## config.mk

```make
export PLATFORM = sky130hd
export DESIGN_NAME = lamp_countdown_display_flat
export DESIGN_NICKNAME = d
export VERILOG_FILES = /design/src/rtl/lamp_pkg.sv /design/src/rtl/lamp_countdown_display_if.sv /design/src/rtl/lamp_dir_counter.sv /design/src/rtl/lamp_countdown_display.sv /design/src/flat_wrapper.sv
export SDC_FILE = /design/constraint.sdc
export NUM_CORES = 1
export LEC_CHECK = 0
export CORE_MARGIN = 2
export CORE_UTILIZATION = 30
export CTS_CLUSTER_SIZE = 28
export DETAILED_ROUTE_END_ITERATION = 12
export PLACE_DENSITY = 0.6
export SETUP_SLACK_MARGIN = 0.1
export SLEW_MARGIN = 20
export SYNTH_ARGS = -nofsm -noshare
export SYNTH_HDL_FRONTEND = slang
export SYNTH_HIERARCHICAL = 1
export SYNTH_SLANG_ARGS = --single-unit
```

## constraint.sdc

```tcl
create_clock -name clk -period 7.7 [get_ports clk]
set_clock_uncertainty 0.15 [all_clocks]
set_input_delay 1.155 -clock clk [delete_from_list [all_inputs] [get_ports clk]]
set_output_delay 1.155 -clock clk [all_outputs]
set_load 0.01 [all_outputs]
```

## src/rtl/lamp_pkg.sv

```systemverilog
// lamp_pkg: phase encoding, default widths and lamp decode helpers shared by the countdown display
package lamp_pkg;
  typedef enum logic [1:0] {PH_OFF = 2'd0, PH_GREEN = 2'd1, PH_YELLOW = 2'd2, PH_RED = 2'd3} phase_e;
  localparam int TIME_W_DEF = 10;
  localparam int BCD_MAX = 99;
  // Lamp vector order is {red, yellow, green}
  function automatic phase_e decode(input logic [2:0] l);
    return l == 3'b001 ? PH_GREEN : l == 3'b010 ? PH_YELLOW : l == 3'b100 ? PH_RED : PH_OFF;
  endfunction
  function automatic logic multi_lamp(input logic [2:0] l);
    return $countones(l) > 1;
  endfunction
endpackage

```

## src/rtl/lamp_countdown_display_if.sv

```systemverilog
// lamp_countdown_display_if: lamp drives, phase durations and display outputs of the countdown display
interface lamp_countdown_display_if #(parameter int TIME_W = lamp_pkg::TIME_W_DEF);
  logic north_red_time_pos, north_green_time_pos, north_yellow_time_pos;
  logic west_red_time_pos, west_green_time_pos, west_yellow_time_pos;
  logic [TIME_W-1:0] north_red_time, north_green_time, north_yellow_time;
  logic [TIME_W-1:0] west_red_time, west_green_time, west_yellow_time;
  logic [1:0] north_phase, west_phase;
  logic [TIME_W-1:0] north_remain, west_remain;
  logic [3:0] north_tens, north_units, west_tens, west_units;
  logic conflict_err;
  modport master(
    output north_red_time_pos, north_green_time_pos, north_yellow_time_pos,
    output west_red_time_pos, west_green_time_pos, west_yellow_time_pos,
    output north_red_time, north_green_time, north_yellow_time,
    output west_red_time, west_green_time, west_yellow_time,
    input north_phase, west_phase, north_remain, west_remain,
    input north_tens, north_units, west_tens, west_units, conflict_err
  );
  modport slave(
    input north_red_time_pos, north_green_time_pos, north_yellow_time_pos,
    input west_red_time_pos, west_green_time_pos, west_yellow_time_pos,
    input north_red_time, north_green_time, north_yellow_time,
    input west_red_time, west_green_time, west_yellow_time,
    output north_phase, west_phase, north_remain, west_remain,
    output north_tens, north_units, west_tens, west_units, conflict_err
  );
endinterface

```

## src/rtl/lamp_dir_counter.sv

```systemverilog
// lamp_dir_counter: one direction's phase decode, reloading seconds countdown and saturated BCD digits
module lamp_dir_counter import lamp_pkg::*; #(
  parameter int TIME_W = TIME_W_DEF
) (
  input  logic              clk,
  input  logic              rst,
  input  logic              tick,
  input  logic [2:0]        lamp,
  input  logic [TIME_W-1:0] red_time,
  input  logic [TIME_W-1:0] yellow_time,
  input  logic [TIME_W-1:0] green_time,
  output phase_e            phase,
  output logic [TIME_W-1:0] remain,
  output logic [3:0]        tens,
  output logic [3:0]        units
);
  phase_e ph_d, phase_q;
  logic chg;
  logic [TIME_W-1:0] load_val;
  logic [6:0] sat_val;
  assign phase = phase_q;
  always_comb begin
    ph_d = decode(lamp);
    chg = ph_d != phase_q;
    load_val = ph_d == PH_GREEN ? green_time : ph_d == PH_YELLOW ? yellow_time : ph_d == PH_RED ? red_time : '0;
    sat_val = remain > TIME_W'(BCD_MAX) ? 7'(BCD_MAX) : remain[6:0];
  end
  // A phase change takes priority over a coincident tick
  always_ff @(posedge clk) begin
    if (rst) begin
      phase_q <= PH_OFF;
      remain <= '0;
      tens <= '0;
      units <= '0;
    end else begin
      if (chg) begin
        phase_q <= ph_d;
        remain <= load_val;
      end else if (tick && remain != '0) begin
        remain <= remain - TIME_W'(1);
      end
      tens <= 4'(sat_val / 7'd10);
      units <= 4'(sat_val % 7'd10);
    end
  end
endmodule

```

## src/rtl/lamp_countdown_display.sv

```systemverilog
// lamp_countdown_display: registers lamp drives, shares a 1 s tick, counts down per direction; LAMP_CONFLICT_CHECK_EN adds a sticky unsafe-lamp flag
module lamp_countdown_display import lamp_pkg::*; #(
  parameter int TICK_CYCLES = 5000,
  parameter int TIME_W = TIME_W_DEF
) (
  input logic clk,
  input logic rst,
  lamp_countdown_display_if.slave bus
);
  localparam int CW = TICK_CYCLES > 1 ? $clog2(TICK_CYCLES) : 1;
  logic [5:0] lamp_q;
  logic [CW-1:0] tick_cnt;
  logic tick;
  phase_e n_phase, w_phase;
  assign tick = tick_cnt == CW'(TICK_CYCLES - 1);
  always_ff @(posedge clk) begin
    if (rst) begin
      lamp_q <= '0;
      tick_cnt <= '0;
    end else begin
      lamp_q <= {bus.west_red_time_pos, bus.west_yellow_time_pos, bus.west_green_time_pos,
                 bus.north_red_time_pos, bus.north_yellow_time_pos, bus.north_green_time_pos};
      tick_cnt <= tick ? '0 : tick_cnt + CW'(1);
    end
  end
  lamp_dir_counter #(.TIME_W(TIME_W)) u_north (
    .clk(clk), .rst(rst), .tick(tick), .lamp(lamp_q[2:0]),
    .red_time(bus.north_red_time), .yellow_time(bus.north_yellow_time), .green_time(bus.north_green_time),
    .phase(n_phase), .remain(bus.north_remain), .tens(bus.north_tens), .units(bus.north_units)
  );
  lamp_dir_counter #(.TIME_W(TIME_W)) u_west (
    .clk(clk), .rst(rst), .tick(tick), .lamp(lamp_q[5:3]),
    .red_time(bus.west_red_time), .yellow_time(bus.west_yellow_time), .green_time(bus.west_green_time),
    .phase(w_phase), .remain(bus.west_remain), .tens(bus.west_tens), .units(bus.west_units)
  );
  assign bus.north_phase = n_phase;
  assign bus.west_phase = w_phase;
`ifdef LAMP_CONFLICT_CHECK_EN
  logic conflict_q, bad;
  phase_e nd, wd;
  always_comb begin
    nd = decode(lamp_q[2:0]);
    wd = decode(lamp_q[5:3]);
    bad = ((nd == PH_GREEN || nd == PH_YELLOW) && (wd == PH_GREEN || wd == PH_YELLOW)) ||
          multi_lamp(lamp_q[2:0]) || multi_lamp(lamp_q[5:3]);
  end
  always_ff @(posedge clk) conflict_q <= rst ? 1'b0 : conflict_q | bad;
  assign bus.conflict_err = conflict_q;
`else
  assign bus.conflict_err = 1'b0;
`endif
endmodule

```

## src/flat_wrapper.sv

```systemverilog
// flat-port wrapper written by rule: the top's interface ports become plain ports
module lamp_countdown_display_flat import lamp_pkg::*;
#(
  parameter int TICK_CYCLES = 5000,
  parameter int TIME_W = TIME_W_DEF
)
  (clk, rst, bus_north_red_time_pos, bus_north_green_time_pos, bus_north_yellow_time_pos, bus_west_red_time_pos, bus_west_green_time_pos, bus_west_yellow_time_pos, bus_north_red_time, bus_north_green_time, bus_north_yellow_time, bus_west_red_time, bus_west_green_time, bus_west_yellow_time, bus_north_phase, bus_west_phase, bus_north_remain, bus_west_remain, bus_north_tens, bus_north_units, bus_west_tens, bus_west_units, bus_conflict_err);
  lamp_countdown_display_if #(.TIME_W(TIME_W)) bus_i ();
  input logic clk;
  input logic rst;
  input wire logic [$bits(bus_i.north_red_time_pos)-1:0] bus_north_red_time_pos;
  input wire logic [$bits(bus_i.north_green_time_pos)-1:0] bus_north_green_time_pos;
  input wire logic [$bits(bus_i.north_yellow_time_pos)-1:0] bus_north_yellow_time_pos;
  input wire logic [$bits(bus_i.west_red_time_pos)-1:0] bus_west_red_time_pos;
  input wire logic [$bits(bus_i.west_green_time_pos)-1:0] bus_west_green_time_pos;
  input wire logic [$bits(bus_i.west_yellow_time_pos)-1:0] bus_west_yellow_time_pos;
  input wire logic [$bits(bus_i.north_red_time)-1:0] bus_north_red_time;
  input wire logic [$bits(bus_i.north_green_time)-1:0] bus_north_green_time;
  input wire logic [$bits(bus_i.north_yellow_time)-1:0] bus_north_yellow_time;
  input wire logic [$bits(bus_i.west_red_time)-1:0] bus_west_red_time;
  input wire logic [$bits(bus_i.west_green_time)-1:0] bus_west_green_time;
  input wire logic [$bits(bus_i.west_yellow_time)-1:0] bus_west_yellow_time;
  output wire logic [$bits(bus_i.north_phase)-1:0] bus_north_phase;
  output wire logic [$bits(bus_i.west_phase)-1:0] bus_west_phase;
  output wire logic [$bits(bus_i.north_remain)-1:0] bus_north_remain;
  output wire logic [$bits(bus_i.west_remain)-1:0] bus_west_remain;
  output wire logic [$bits(bus_i.north_tens)-1:0] bus_north_tens;
  output wire logic [$bits(bus_i.north_units)-1:0] bus_north_units;
  output wire logic [$bits(bus_i.west_tens)-1:0] bus_west_tens;
  output wire logic [$bits(bus_i.west_units)-1:0] bus_west_units;
  output wire logic [$bits(bus_i.conflict_err)-1:0] bus_conflict_err;
  assign bus_i.north_red_time_pos = bus_north_red_time_pos;
  assign bus_i.north_green_time_pos = bus_north_green_time_pos;
  assign bus_i.north_yellow_time_pos = bus_north_yellow_time_pos;
  assign bus_i.west_red_time_pos = bus_west_red_time_pos;
  assign bus_i.west_green_time_pos = bus_west_green_time_pos;
  assign bus_i.west_yellow_time_pos = bus_west_yellow_time_pos;
  assign bus_i.north_red_time = bus_north_red_time;
  assign bus_i.north_green_time = bus_north_green_time;
  assign bus_i.north_yellow_time = bus_north_yellow_time;
  assign bus_i.west_red_time = bus_west_red_time;
  assign bus_i.west_green_time = bus_west_green_time;
  assign bus_i.west_yellow_time = bus_west_yellow_time;
  assign bus_north_phase = bus_i.north_phase;
  assign bus_west_phase = bus_i.west_phase;
  assign bus_north_remain = bus_i.north_remain;
  assign bus_west_remain = bus_i.west_remain;
  assign bus_north_tens = bus_i.north_tens;
  assign bus_north_units = bus_i.north_units;
  assign bus_west_tens = bus_i.west_tens;
  assign bus_west_units = bus_i.west_units;
  assign bus_conflict_err = bus_i.conflict_err;
  lamp_countdown_display #(.TICK_CYCLES(TICK_CYCLES), .TIME_W(TIME_W)) u_core (.clk(clk), .rst(rst), .bus(bus_i));
endmodule
```

# After elaboration in Yosys (flattened, before gate mapping)
# Cells that the tools add are included.
# classes
add_sub_neg,3
div,4
order_cmp,2
eq_ne,15
muxes,18
n_reduce_logical,7
# op_table
cell,n
$mux W10,10
$gt A10 B7 Y1 const B,2
$reduce_bool A10 Y1,2
$sub A10 B1 Y10 const B,2
$div A7 B4 Y7 const B,2
$mod A7 B4 Y7 const B,2
$mux W7,2
$add A13 B1 Y13 const B,1
$eq A13 B13 Y1 const B,1
$mux W2,6
$eq A2 B2 Y1 const B,4
$eq A3 B1 Y1 const B,2
$eq A3 B2 Y1 const B,2
$eq A3 B3 Y1 const B,2
$eq A2 B1 Y1 const B,2
$ne A2 B2 Y1,2
$reduce_bool A2 Y1,2
$logic_and A1 B1 Y1,2
$reduce_or A2 Y1,1
# totals
ff_bits,59
in_bits,68
word_cells,59

# Depth between registers and ports, before layout
# Gate-level depths: netlist (run 1).
# depth
ltp_word,9
mapped_depth,19
depth_no_buf,18

# Modules after synthesis
# The synthesis (run 1) kept the hierarchy.
# by_module_without_submodules
module,n_inst,cells_per_inst,area_per_inst_um2,seq_area_each_um2
lamp_dir_counter at u_core.u_north,1,220,1715.4,400.4
lamp_dir_counter at u_core.u_west,1,210,1691.6,400.4
lamp_countdown_display,1,78,729.4,380.4

# Least setup slack after synthesis (run 1)
# No wires, ideal clock.
# synth_path
path_type,reg-to-reg
from,register u_core.u_north.remain[9]
to,register u_core.u_north.units[1]
setup_time_ns,0.121
t_arrival_ns,4.084
t_required_ns,7.429
slack_ns,3.345
stages_incl_launch_ff,20
path_buffers,1
synth_period_minus_slack_ns,4.355
path_cell_list,dfxtp_1 > or3_1 > buf_2 > nor2_1 > ha_1 > o21ai_0 > nand2b_1 > a21oi_1 > ha_1 > or4_4 > a211oi_2 > a2111oi_2 > o21a_1 > and3_1 > nor3_1 > ha_1 > a21boi_0 > a311oi_2 > a21oi_2 > mux2_4
# synth_via
elab_chain_cells,3
# synth_lines
element,line,source
start: declaration,lamp_dir_counter.sv:13,"output logic [TIME_W-1:0] remain,"
start signal: assignment,lamp_dir_counter.sv:38,remain <= load_val;
start signal: assignment,lamp_dir_counter.sv:40,remain <= remain - TIME_W'(1);
$gt A10 B7 Y1,lamp_dir_counter.sv:26,sat_val = remain > TIME_W'(BCD_MAX) ? 7'(BCD_MAX) : remain[6:0];
$mux W7,lamp_dir_counter.sv:26,
$mod A7 B4 Y7,lamp_dir_counter.sv:43,units <= 4'(sat_val % 7'd10);
end signal: assignment,lamp_dir_counter.sv:43,
end: declaration,lamp_dir_counter.sv:15,output logic [3:0] units
# Every way passes these cells.
# A chain may end at the register's enable or synchronous reset.

# Worst setup path after layout (run 1)
# layout_path
from,register u_core.u_west.remain[7]
to,register u_core.u_west.units[2]
# layout_via
elab_chain_cells,3
# layout_lines
element,line
start: declaration,lamp_dir_counter.sv:13
start signal: assignment,lamp_dir_counter.sv:38
start signal: assignment,lamp_dir_counter.sv:40
$gt A10 B7 Y1,lamp_dir_counter.sv:26
$mux W7,lamp_dir_counter.sv:26
$mod A7 B4 Y7,lamp_dir_counter.sv:43
end signal: assignment,lamp_dir_counter.sv:43
end: declaration,lamp_dir_counter.sv:15
# Every way passes these cells.

==> impl_metrics.yaml, run 1 <==
outcome:
  status: "finished, final reports clean"
sta:
  setup_ws_ns: 2.69
  hold_viol_final: 0
  worst_pin_slew_ns: 0.982
  final.setup.tns_ns: 0
  fmax_mhz: 200
  post-route-period-util_pct: 65.0
  rsz0062_at_grt: "no"
  drv_slew: 0
  post-route-min-period_ns: 5.01
  slew_headroom_pct: 34.5
  setup_viol: 0
worst_hold_path:
  worstHoldPathType: "register to register"
synthesis:
  synth_nets: 587
  avgSynthCellArea_um2: 8.14
  ys_seq_elements: 59
  netlist_instances: 508
  yosysWarnings: 6
  synthTopCellsByArea: "dfxtp_1 29%, nor2_1 7.0%, a211oi_1 6.2%, xnor2_1 4.9%, a22oi_1 3.6%"
  synth_area_leader_cell: "dfxtp_1"
  syn-cell-area_um2: 4140
  synth-main-ff-cell: "dfxtp_1"
  synth_edf_count: 0
  ys_async_sr_fraction_pct: 0
  yosysSeqAreaShare_pct: 28.6
  synth.top_cell.area_share_pct: 28.6
  synth_cell_type_count: 82
worst_setup_path:
  reg2reg_from: "u_core/u_west/remain[7]"
  cp_num_cells: 17
  critPathLaunch: "u_core/u_west/remain[7]"
  crit_top_cell: "ha_1"
  worstPathRequired_ns: 7.75
  crit_path_max_incr_delay_ns: 0.52
  critical_path_class: "register to register"
  worst-path-buf-inv: 0
  r2r_cells: 17
  arrival_ns: 5.05
  crit_path_end: "u_core/u_west/units[2]"
  path_cells: "nor3_4, and3_1, ha_1, and4b_1, a21oi_1, nor2_1, ha_1, and4bb_1, o31a_2, o31a_2, and2_1, o211ai_2, xnor2_1, ha_1, a221oi_1, o21ai_0, o41ai_1"
  rr_endpoint: "u_core/u_west/units[2]"
  cp_slowest_cell: "nor3_4"
  worst-path-max-fanout: 13
  crit_path_start_kind: "register"
  cp_top_family: "compound AO/OA/AOI/OAI gates"
  rrSetupSlack_ns: 2.69
  crit_path_end_kind: "register"
floorplanning:
  placementRows: 42
  start_util_pct: 31.0
  dieArea_um2: 14700
  dieHeight_um: 121
  num_io_pins: 109
  core_um2: 13300
  die_x_um: 121
final_layout:
  synthToLayoutAreaGrowth_pct: 34.9
  final_nets: 674
  design_area_um2: 5580
  n_antenna_cell: 0
  multi_input_area_um2: 2700
  fill_cells: 1337
  final-seq-area_um2: 1180
  drive_gt1_share_pct: 9.85
detailed_routing:
  wl_um: 11400
  viasPerCell: 5.35
  routedWlPerCell_um: 14.7
  vias: 4149
  drt-initial-drc-count: 247
  drt_first_pass_iters: 8
  drtAntennaViolNets: 0
  drc: 0
pwr:
  power_mw: 1.43
  power.leakage_nw: 2.00
  ir_drop_mv: 0.120
  power_density_nw_per_um2: 256
global_route:
  antenna_found_initial: 0
  grt_max_degree: 54
  grt_pass1_wl_um: 18800
  first_global_vias: 3879
  grt.total_usage_pct: 15.8
  overflow: 0
placement:
  place_congestion: 0.848
  placed_cell_area_um2: 5250
  io_buffers: 107
  pre_cts_slack_ns: 2.76
  dp.final_hpwl_um: 8450
cts:
  root_buffer: "clkbuf_16"
  h-tree-depth: 3
  clkTransAtPathRegs_ns: 0.05
  clk_latency_ns: 0.33
  cts_resized: 0
  holdBufCountCts: 0
  cts_buffer_depth: 2
  cts_tree: "built"
  postCtsSetupBuffers: 0
  cts-buffers-inserted: 9
  clkSinkCount: 59
run:
  cap_violations: 0
layout make-up:
cell class,instances,share of cell area [%]
Clock buffer,10,4.10
Clock inverter,5,1.84
Inverter,17,1.23
Multi-Input combinational cell,399,48.4
Sequential cell,59,21.2
Tap cell,176,3.95
Timing Repair Buffer,109,19.4
how the worst min path moves through the flow:
stage	start	to	slack, ns	depth (start not counted)
final	u_core/tick_cnt[0]	u_core/tick_cnt[0]	0.32	1
after global routing	u_core/tick_cnt[0]	u_core/tick_cnt[0]	0.34	1
after CTS	u_core/tick_cnt[0]	u_core/tick_cnt[0]	0.33	1
after detailed placement	u_core/tick_cnt[0]	u_core/tick_cnt[0]	0.32	1
after global placement	u_core/tick_cnt[0]	u_core/tick_cnt[0]	0.29	1
after floorplan	u_core/tick_cnt[0]	u_core/tick_cnt[0]	0.28	1
registers in the layout, indices dropped and copies added (netlist names):
name	flops
u_core/u_north/phase	2
u_core/u_west/tens	4
u_core/tick_cnt	13
u_core/lamp_q	6
u_core/u_west/phase	2
u_core/u_west/units	4
u_core/u_north/units	4
u_core/u_west/remain	10
u_core/u_north/tens	4
u_core/u_north/remain	10
kinds of logic (layout without fill, tap and decap cells):
family / after synthesis / in the layout / share of synthesized area [%]
AND/OR/NAND/NOR: 204 / 204 / 26.3
AO/OA/AOI/OAI: 148 / 148 / 27.6
buffers and inverters: 50 / 141 / 6.20
adder cells (fa/ha/maj): 11 / 11 / 3.33
other: 1 / 1 / 0.0907
multiplexers: 6 / 6 / 1.85
flip-flops: 59 / 59 / 28.6
XOR/XNOR: 29 / 29 / 6.14
power breakdown:
part | internal, mW | total, mW | switching, mW | leakage, nW
registers | 0.350 | 0.398 | 0.0478 | 0.486
clock network | 0.313 | 0.456 | 0.142 | 0.159
logic | 0.282 | 0.576 | 0.294 | 1.35
synthesized netlist by cell type (all sizes together) (9+ instances only):
library cell and number:
nor2 77, dfxtp 59, a211oi 37, a21oi 23
xnor2 23, nor3 22, a22oi 21, nand2 21
nor2b 18, buf 17, o21ai 17, clkbuf 16
inv 16, nand3 12, ha 11, or3 9
stage by stage:
stage / hold slack, ns / util [%] / cells
floorplan: 0.280 / - / 508
finish: 0.324 / 41.8 / 775
global placement: 0.294 / 39.3 / 760
detailed placement: 0.322 / 39.3 / 760
global route: 0.345 / 41.8 / 775
CTS: 0.333 / 41.8 / 775
metal layers:
layer / part of all wire [%] / vias up / global-route usage, % / routed length [µm]
met1: 45 / 1958 / 20.2 / 5090
met2: 47 / 133 / 25.9 / 5420
met4: 1.7 / 0 / 5.96 / 196
met5: 0 / - / 0 / 0
li1: - / 2040 / - / -
met3: 6.2 / 18 / 3.34 / 711
placed cells by master, fill, tap and decap left out, types with 16 or more instances in the layout:
master           instances
clkdlybuf4s50_1        106
nor2_1                  77
dfxtp_1                 59
a211oi_1                34
xnor2_1                 23
a21oi_1                 21
nand2_1                 20
a22oi_1                 20
nor2b_1                 18
nor3_1                  18
inv_1                   16
worst register-to-register path, cell delays in order (launching register included):
cell	delay (ns)
dfxtp_1	0.41
nor3_4	0.52
and3_1	0.25
ha_1	0.25
and4b_1	0.32
a21oi_1	0.06
nor2_1	0.16
ha_1	0.27
and4bb_1	0.24
o31a_2	0.37
o31a_2	0.30
and2_1	0.17
o211ai_2	0.23
xnor2_1	0.13
ha_1	0.24
a221oi_1	0.48
o21ai_0	0.21
o41ai_1	0.12
Note: power is estimated with default switching activity, not from simulation.
==> run 2, diff against run 1 <==
--- a/config.mk
+++ b/config.mk
@@ -9,7 +9,7 @@
 export CORE_UTILIZATION = 30
 export CTS_CLUSTER_SIZE = 28
 export DETAILED_ROUTE_END_ITERATION = 12
-export PLACE_DENSITY = 0.6
+export PLACE_DENSITY = 0.62
 export SETUP_SLACK_MARGIN = 0.1
 export SLEW_MARGIN = 20
 export SYNTH_ARGS = -nofsm -noshare
==> constraint.sdc (replaced) <==
create_clock -name clk -period 4.1 [get_ports clk]
set_clock_uncertainty 0.15 [all_clocks]
set_input_delay 0.615 -clock clk [delete_from_list [all_inputs] [get_ports clk]]
set_output_delay 0.615 -clock clk [all_outputs]
set_load 0.01 [all_outputs]
==> run 2 against run 1 <==
Power rose by 110%. Clock power rose by 89%. Critical path type unchanged. Cell area rose by 12%. Highest routed layer unchanged.
==> impl_metrics.yaml, run 2 (synthesis gave the netlist of run 1 again) <==
worst_setup_path:
  crit_path_end_kind: "register"
  worstPathRequired_ns: 4.17
  crit_path_start_kind: "register"
  worst-path-max-fanout: 5
  arrival_ns: 4.16
  critical_path_class: "register to register"
cts:
  holdBufCountCts: 0
  clk_latency_ns: 0.33
  clkSinkCount: 59
  cts_buffer_depth: 2
  root_buffer: "clkbuf_16"
  cts-buffers-inserted: 9
  h-tree-depth: 3
  cts_tree: "built"
  clkTransAtPathRegs_ns: 0.05
final_layout:
  design_area_um2: 6230
  largest_reg_flops: 13
  fin_cells: 827
  top_register: "u_core/tick_cnt"
  final-seq-area_um2: 1200
  layout_commonest_cell: "clkdlybuf4s50_1"
  drive_gt1_share_pct: 21.7
  n_antenna_cell: 0
  final_cell_mix: "106 x clkdlybuf4s50_1, 75 x nor2_1, 53 x dfxtp_1, 52 x buf_4, 34 x a211oi_1"
  synthToLayoutAreaGrowth_pct: 50.7
  multi_input_area_um2: 2930
  top_regs: "u_core/tick_cnt (13), u_core/u_north/remain (10), u_core/u_west/remain (10)"
  fill_cells: 1308
  final_nets: 725
global_route:
  grt_pass1_wl_um: 19500
  first_global_vias: 4330
  grt_max_degree: 54
  grt.total_usage_pct: 16.3
  antenna_found_initial: 0
  overflow: 0
floorplanning:
  dieHeight_um: 121
  num_io_pins: 109
  core_um2: 13300
  die_x_um: 121
  placementRows: 42
  dieArea_um2: 14700
  start_util_pct: 31.0
pwr:
  power.leakage_nw: 2.32
  ir_drop_mv: 0.185
  power_density_nw_per_um2: 480
placement:
  place_inst: 785
  placed_cell_area_um2: 5540
  place_congestion: 0.902
  pre_cts_slack_ns: -0.0655
  io_buffers: 107
  dp.final_hpwl_um: 8720
sta:
  hold_viol_final: 0
  rsz0062_at_grt: "yes"
  holdWs_ns: 0.323
  post-route-min-period_ns: 4.09
  drv_slew: 0
  setup_viol: 0
  slew_headroom_pct: 34.7
  worst_pin_slew_ns: 0.979
  setup_ws_ns: 0.00577
  post-route-period-util_pct: 99.9
  fmax_mhz: 244
detailed_routing:
  vias: 4285
  viasPerCell: 5.18
  drt-initial-drc-count: 188
  wl_um: 12000
  drtAntennaViolNets: 0
  drc: 0
  drt_first_pass_iters: 5
  routedWlPerCell_um: 14.5
worst_hold_path:
  worstHoldPathType: "register to register"
run:
  cap_violations: 0
outcome:
  status: "finished, final reports clean"
-- run 2: critical path, stage by stage, from the launching register on --
cell      delay (ns)
dfxtp_4         0.34
or3_4           0.40
nor2_4          0.12
ha_4            0.16
o21ai_4         0.06
nand2b_1        0.10
a21oi_2         0.07
ha_2            0.20
or4_4           0.46
a21oi_4         0.19
nor3_4          0.07
mux2_4          0.33
a211oi_4        0.26
nor3_4          0.09
ha_4            0.19
a21boi_4        0.14
a311oi_2        0.22
a21oi_2         0.13
mux2_4          0.31
-- run 2: timing repair --
| action | CTS | global route |
|---|---|---|
| buffers inserted | 18 | 8 |
| pin swaps | 13 | 9 |
| endpoints found under the setup margin | 6 | 8 |
| gates resized for setup | 12 | 18 |
-- run 2: path summary, 6_finish.rpt --
kind                       startpoint                 endpoint  slack [ns]  depth (start not counted)
min reg2reg        u_core/tick_cnt[0]       u_core/tick_cnt[0]        0.32                          1
min                u_core/tick_cnt[0]       u_core/tick_cnt[0]        0.32                          1
max reg2reg  u_core/u_north/remain[9]  u_core/u_north/units[1]       0.006                         18
max          u_core/u_north/remain[9]  u_core/u_north/units[1]       0.006                         18
-- run 2: final cells by class --
class | count | share of cell area (%)
multi-input cells | 399 | 47.0
repair buffers | 160 | 23.5
flip-flops and latches | 59 | 19.3
clock buffers | 13 | 4.50
well taps | 176 | 3.53
inverters | 17 | 1.10
clock inverters | 3 | 1.08
-- run 2: per-stage QoR --
stage | TNS [ns] | utilization [%] | total power [mW]
6_report | 0 | 46.7 | 2.99
5_1_grt | -0.291 | 46.7 | 3.16
4_1_cts | 0 | 45.6 | 2.91
3_5_place_dp | -0.186 | 41.5 | 1.95
3_3_place_gp | 0 | 41.5 | 1.93
2_1_floorplan | -0.0872 | - | 1.53
-- run 2: where the power goes --
part / internal (mW) / switching, mW
clock: 0.598 / 0.267
combinational: 0.732 / 0.666
sequential: 0.660 / 0.0696
total: 1.99 / 1.00
-- run 2: per-layer routing --
metal	wire, µm	vias to the layer above	track usage, %
met5	0	-	0
met4	163	0	4.02
met3	535	16	4.65
met2	6360	94	30.9
met1	4900	2040	17.6
li1	-	2135	-
==> run 3, diff against run 2 <==
--- a/config.mk
+++ b/config.mk
@@ -14,5 +14,4 @@
 export SLEW_MARGIN = 20
 export SYNTH_ARGS = -nofsm -noshare
 export SYNTH_HDL_FRONTEND = slang
-export SYNTH_HIERARCHICAL = 1
 export SYNTH_SLANG_ARGS = --single-unit
==> run 3 against run 2 <==
Cell count decreased by 1.1%. Global-route usage is 0.45 points lower. Via count shrank 2.3%. Highest routed layer unchanged.
==> impl_metrics.yaml, run 3 <==
worst_setup_path:
  path_cells: "buf_6, nor3_4, and3_4, ha_4, o21ai_4, o21ai_2, nor2_1, ha_2, nor2_4, nand4_1, a2111oi_4, nor4_4, xnor2_1, ha_2, buf_6, a21oi_2, o311a_4, o21ai_2, mux2_4"
  critical_path_class: "register to register"
  cp_num_cells: 19
  arrival_ns: 4.07
  worst-path-max-fanout: 5
  cp_slowest_cell: "a2111oi_4"
  r2r_cells: 19
  worst-path-buf-inv: 2
  reg2reg_from: "u_core.u_west.remain[8]"
  crit_path_end_kind: "register"
  critPathLaunch: "u_core.u_west.remain[8]"
  cp_top_family: "compound AO/OA/AOI/OAI gates"
  crit_path_start_kind: "register"
  crit_path_max_incr_delay_ns: 0.43
  rrSetupSlack_ns: 0.08
  rr_endpoint: "u_core.u_west.units[3]"
  worstPathRequired_ns: 4.16
  crit_path_end: "u_core.u_west.units[3]"
floorplanning:
  num_io_pins: 109
  dieArea_um2: 13900
  die_x_um: 118
  placementRows: 41
  dieHeight_um: 118
  core_um2: 12600
  start_util_pct: 30.7
pwr:
  seq_power_share_pct: 26.0
  power.leakage_nw: 2.21
  power_density_nw_per_um2: 477
  power_frac_comb_pct: 44.9
  power.share.switching_pct: 32.5
  power_mw: 2.79
  pwr-share-clk_pct: 29.1
  power.switching_uw: 906
  intPower_mw: 1.88
  ir_drop_mv: 0.237
cts:
  cts-buffers-inserted: 9
  cts_tree: "built"
  clk_latency_ns: 0.32
  root_buffer: "clkbuf_16"
  h-tree-depth: 3
  clkSinkCount: 59
  cts_buffer_depth: 2
  clkTransAtPathRegs_ns: 0.05
detailed_routing:
  routedWlPerCell_um: 13.4
  viasPerCell: 5.12
  drtAntennaViolNets: 0
  drt_first_pass_iters: 4
  drt-initial-drc-count: 388
  wl_um: 11000
  vias: 4187
  drc: 0
synthesis:
  yosysMostFrequentCell: "nor2_1"
  synth_cell_type_count: 62
  syn-cell-area_um2: 3880
  synth.top_cell.area_share_pct: 30.4
  yosysSeqAreaShare_pct: 30.4
  netlist_instances: 515
  ys_async_sr_fraction_pct: 0
  avgSynthCellArea_um2: 7.53
  ys_seq_elements: 59
  synth_area_leader_cell: "dfxtp_1"
  synth_edf_count: 0
  synth-main-ff-cell: "dfxtp_1"
  synth_nets: 594
  synthTopCellsByArea: "dfxtp_1 30%, nor2_1 8.8%, a21oi_1 4.8%, a22oi_1 4.1%, xnor2_1 3.8%"
  yosysWarnings: 0
  synth_commonest_cells: "91 x nor2_1, 59 x dfxtp_1, 37 x a21oi_1"
sta:
  fmax_mhz: 249
  post-route-period-util_pct: 98.0
  rsz0062_at_grt: "yes"
  setup_ws_ns: 0.0839
  post-route-min-period_ns: 4.02
  drv_slew: 0
  setup_viol: 0
  worst_pin_slew_ns: 1.02
  hold_viol_final: 0
  slew_headroom_pct: 32.0
final_layout:
  top_register: "u_core.tick_cnt"
  final_nets: 720
  final_cell_mix: "106 x clkdlybuf4s50_1, 90 x nor2_1, 56 x dfxtp_1, 44 x buf_4, 34 x a21oi_1"
  n_antenna_cell: 0
  fin_util_pct: 46.4
  fin_cells: 818
  top_regs: "u_core.tick_cnt (13), u_core.u_north.remain (10), u_core.u_west.remain (10)"
  largest_reg_flops: 13
  synthToLayoutAreaGrowth_pct: 50.9
  layout_commonest_cell: "clkdlybuf4s50_1"
  drive_gt1_share_pct: 16.1
worst_hold_path:
  worstHoldPathType: "register to register"
placement:
  io_buffers: 107
  place_congestion: 0.834
  place_inst: 777
  dp.final_hpwl_um: 7930
  pre_cts_slack_ns: -0.0186
global_route:
  overflow: 0
  grt_max_degree: 52
  first_global_vias: 4008
  grt_pass1_wl_um: 18600
  grt.total_usage_pct: 15.8
  antenna_found_initial: 0
run:
  cap_violations: 0
outcome:
  status: "finished, final reports clean"
run 3: changes by cell type in the layout (fill, tap and decap cells not counted), moves of 5 or more:
cell and change:
a21oi_1 +15, xnor2_1 -5, inv_1 -10, buf_4 -8, dfxtp_4 -5, nand2_1 +9
nand4_1 +7, a211oi_1 -16, nor2b_1 -7, xor2_1 +10, nor2_1 +15
run 3: area by class of cell:
type,instances,area (µm²)
clock buffer,12,256
clock inverter,4,72.6
fill,1253,6770
inverter,7,26.3
multi-input combinational,411,2680
sequential,59,1180
tap,172,215
timing repair buffer,153,1420
run 3: worst reg2reg max path, cell delays in order (launching register included):
cell and delay (ns):
dfxtp_2 0.32, buf_6 0.12, nor3_4 0.18, and3_4 0.21
ha_4 0.15, o21ai_4 0.07, o21ai_2 0.16, nor2_1 0.07
ha_2 0.18, nor2_4 0.12, nand4_1 0.18, a2111oi_4 0.43
nor4_4 0.09, xnor2_1 0.22, ha_2 0.24, buf_6 0.10
a21oi_2 0.03, o311a_4 0.40, o21ai_2 0.17, mux2_4 0.31
run 3: per-layer routing:
layer	part of all wire (%)	routed length, µm	track usage [%]	vias to the layer above
met2	49	5420	28.1	117
li1	-	-	-	2113
met3	6.1	665	4.75	10
met5	0	0	0	-
met1	44	4790	18.8	1947
met4	0.97	107	3.54	0
run 3: cells by family after synthesis:
logic type               after synthesis  synth area share [%]
AND/OR/NAND/NOR                      224                  28.5
AO/OA/AOI/OAI                        134                  22.8
flip-flops                            59                  30.4
buffers and inverters                 45                  4.90
XOR/XNOR                              33                  7.45
adder cells (fa/ha/maj)               11                  3.55
multiplexers                           8                  2.19
other                                  1                0.0967
run 3: how the worst min path moves through the flow:
stage | cells after the start | end | start
5_1_grt | 1 | u_core.tick_cnt[0] | u_core.tick_cnt[0]
3_5_place_dp | 1 | u_core.tick_cnt[0] | u_core.tick_cnt[0]
2_1_floorplan | 1 | u_core.tick_cnt[0] | u_core.tick_cnt[0]
6_report | 1 | u_core.tick_cnt[0] | u_core.tick_cnt[0]
3_3_place_gp | 1 | u_core.tick_cnt[0] | u_core.tick_cnt[0]
4_1_cts | 1 | u_core.tick_cnt[0] | u_core.tick_cnt[0]
run 3: power by group through the flow:
stage	combinational [mW]	clock [mW]	sequential, mW
floorplan	0.637	0	0.753
global placement	1.03	0	0.736
detailed placement	1.04	0	0.739
CTS	1.13	0.831	0.726
global route	1.37	0.859	0.739
finish	1.25	0.811	0.726
run 3: metrics by stage:
stage	cell area (µm²)	setup TNS (ns)	hold WS (ns)
CTS	5710	0	0.309
global route	5850	-0.117	0.342
detailed placement	5200	-0.0186	0.300
global placement	5200	0	0.279
floorplan	3930	0	0.268
finish	5850	0	0.301
run 3: what timing repair did:
| action | 4_1_cts | 5_1_grt |
|---|---|---|
| endpoints found under the hold margin | 0 | 0 |
| gates cloned | 0 | 0 |
| pin swaps | 14 | 19 |
| buffers inserted | 19 | 6 |
| resized for setup | 9 | 19 |
| hold buffers | 0 | 0 |
| setup endpoints to repair | 3 | 7 |
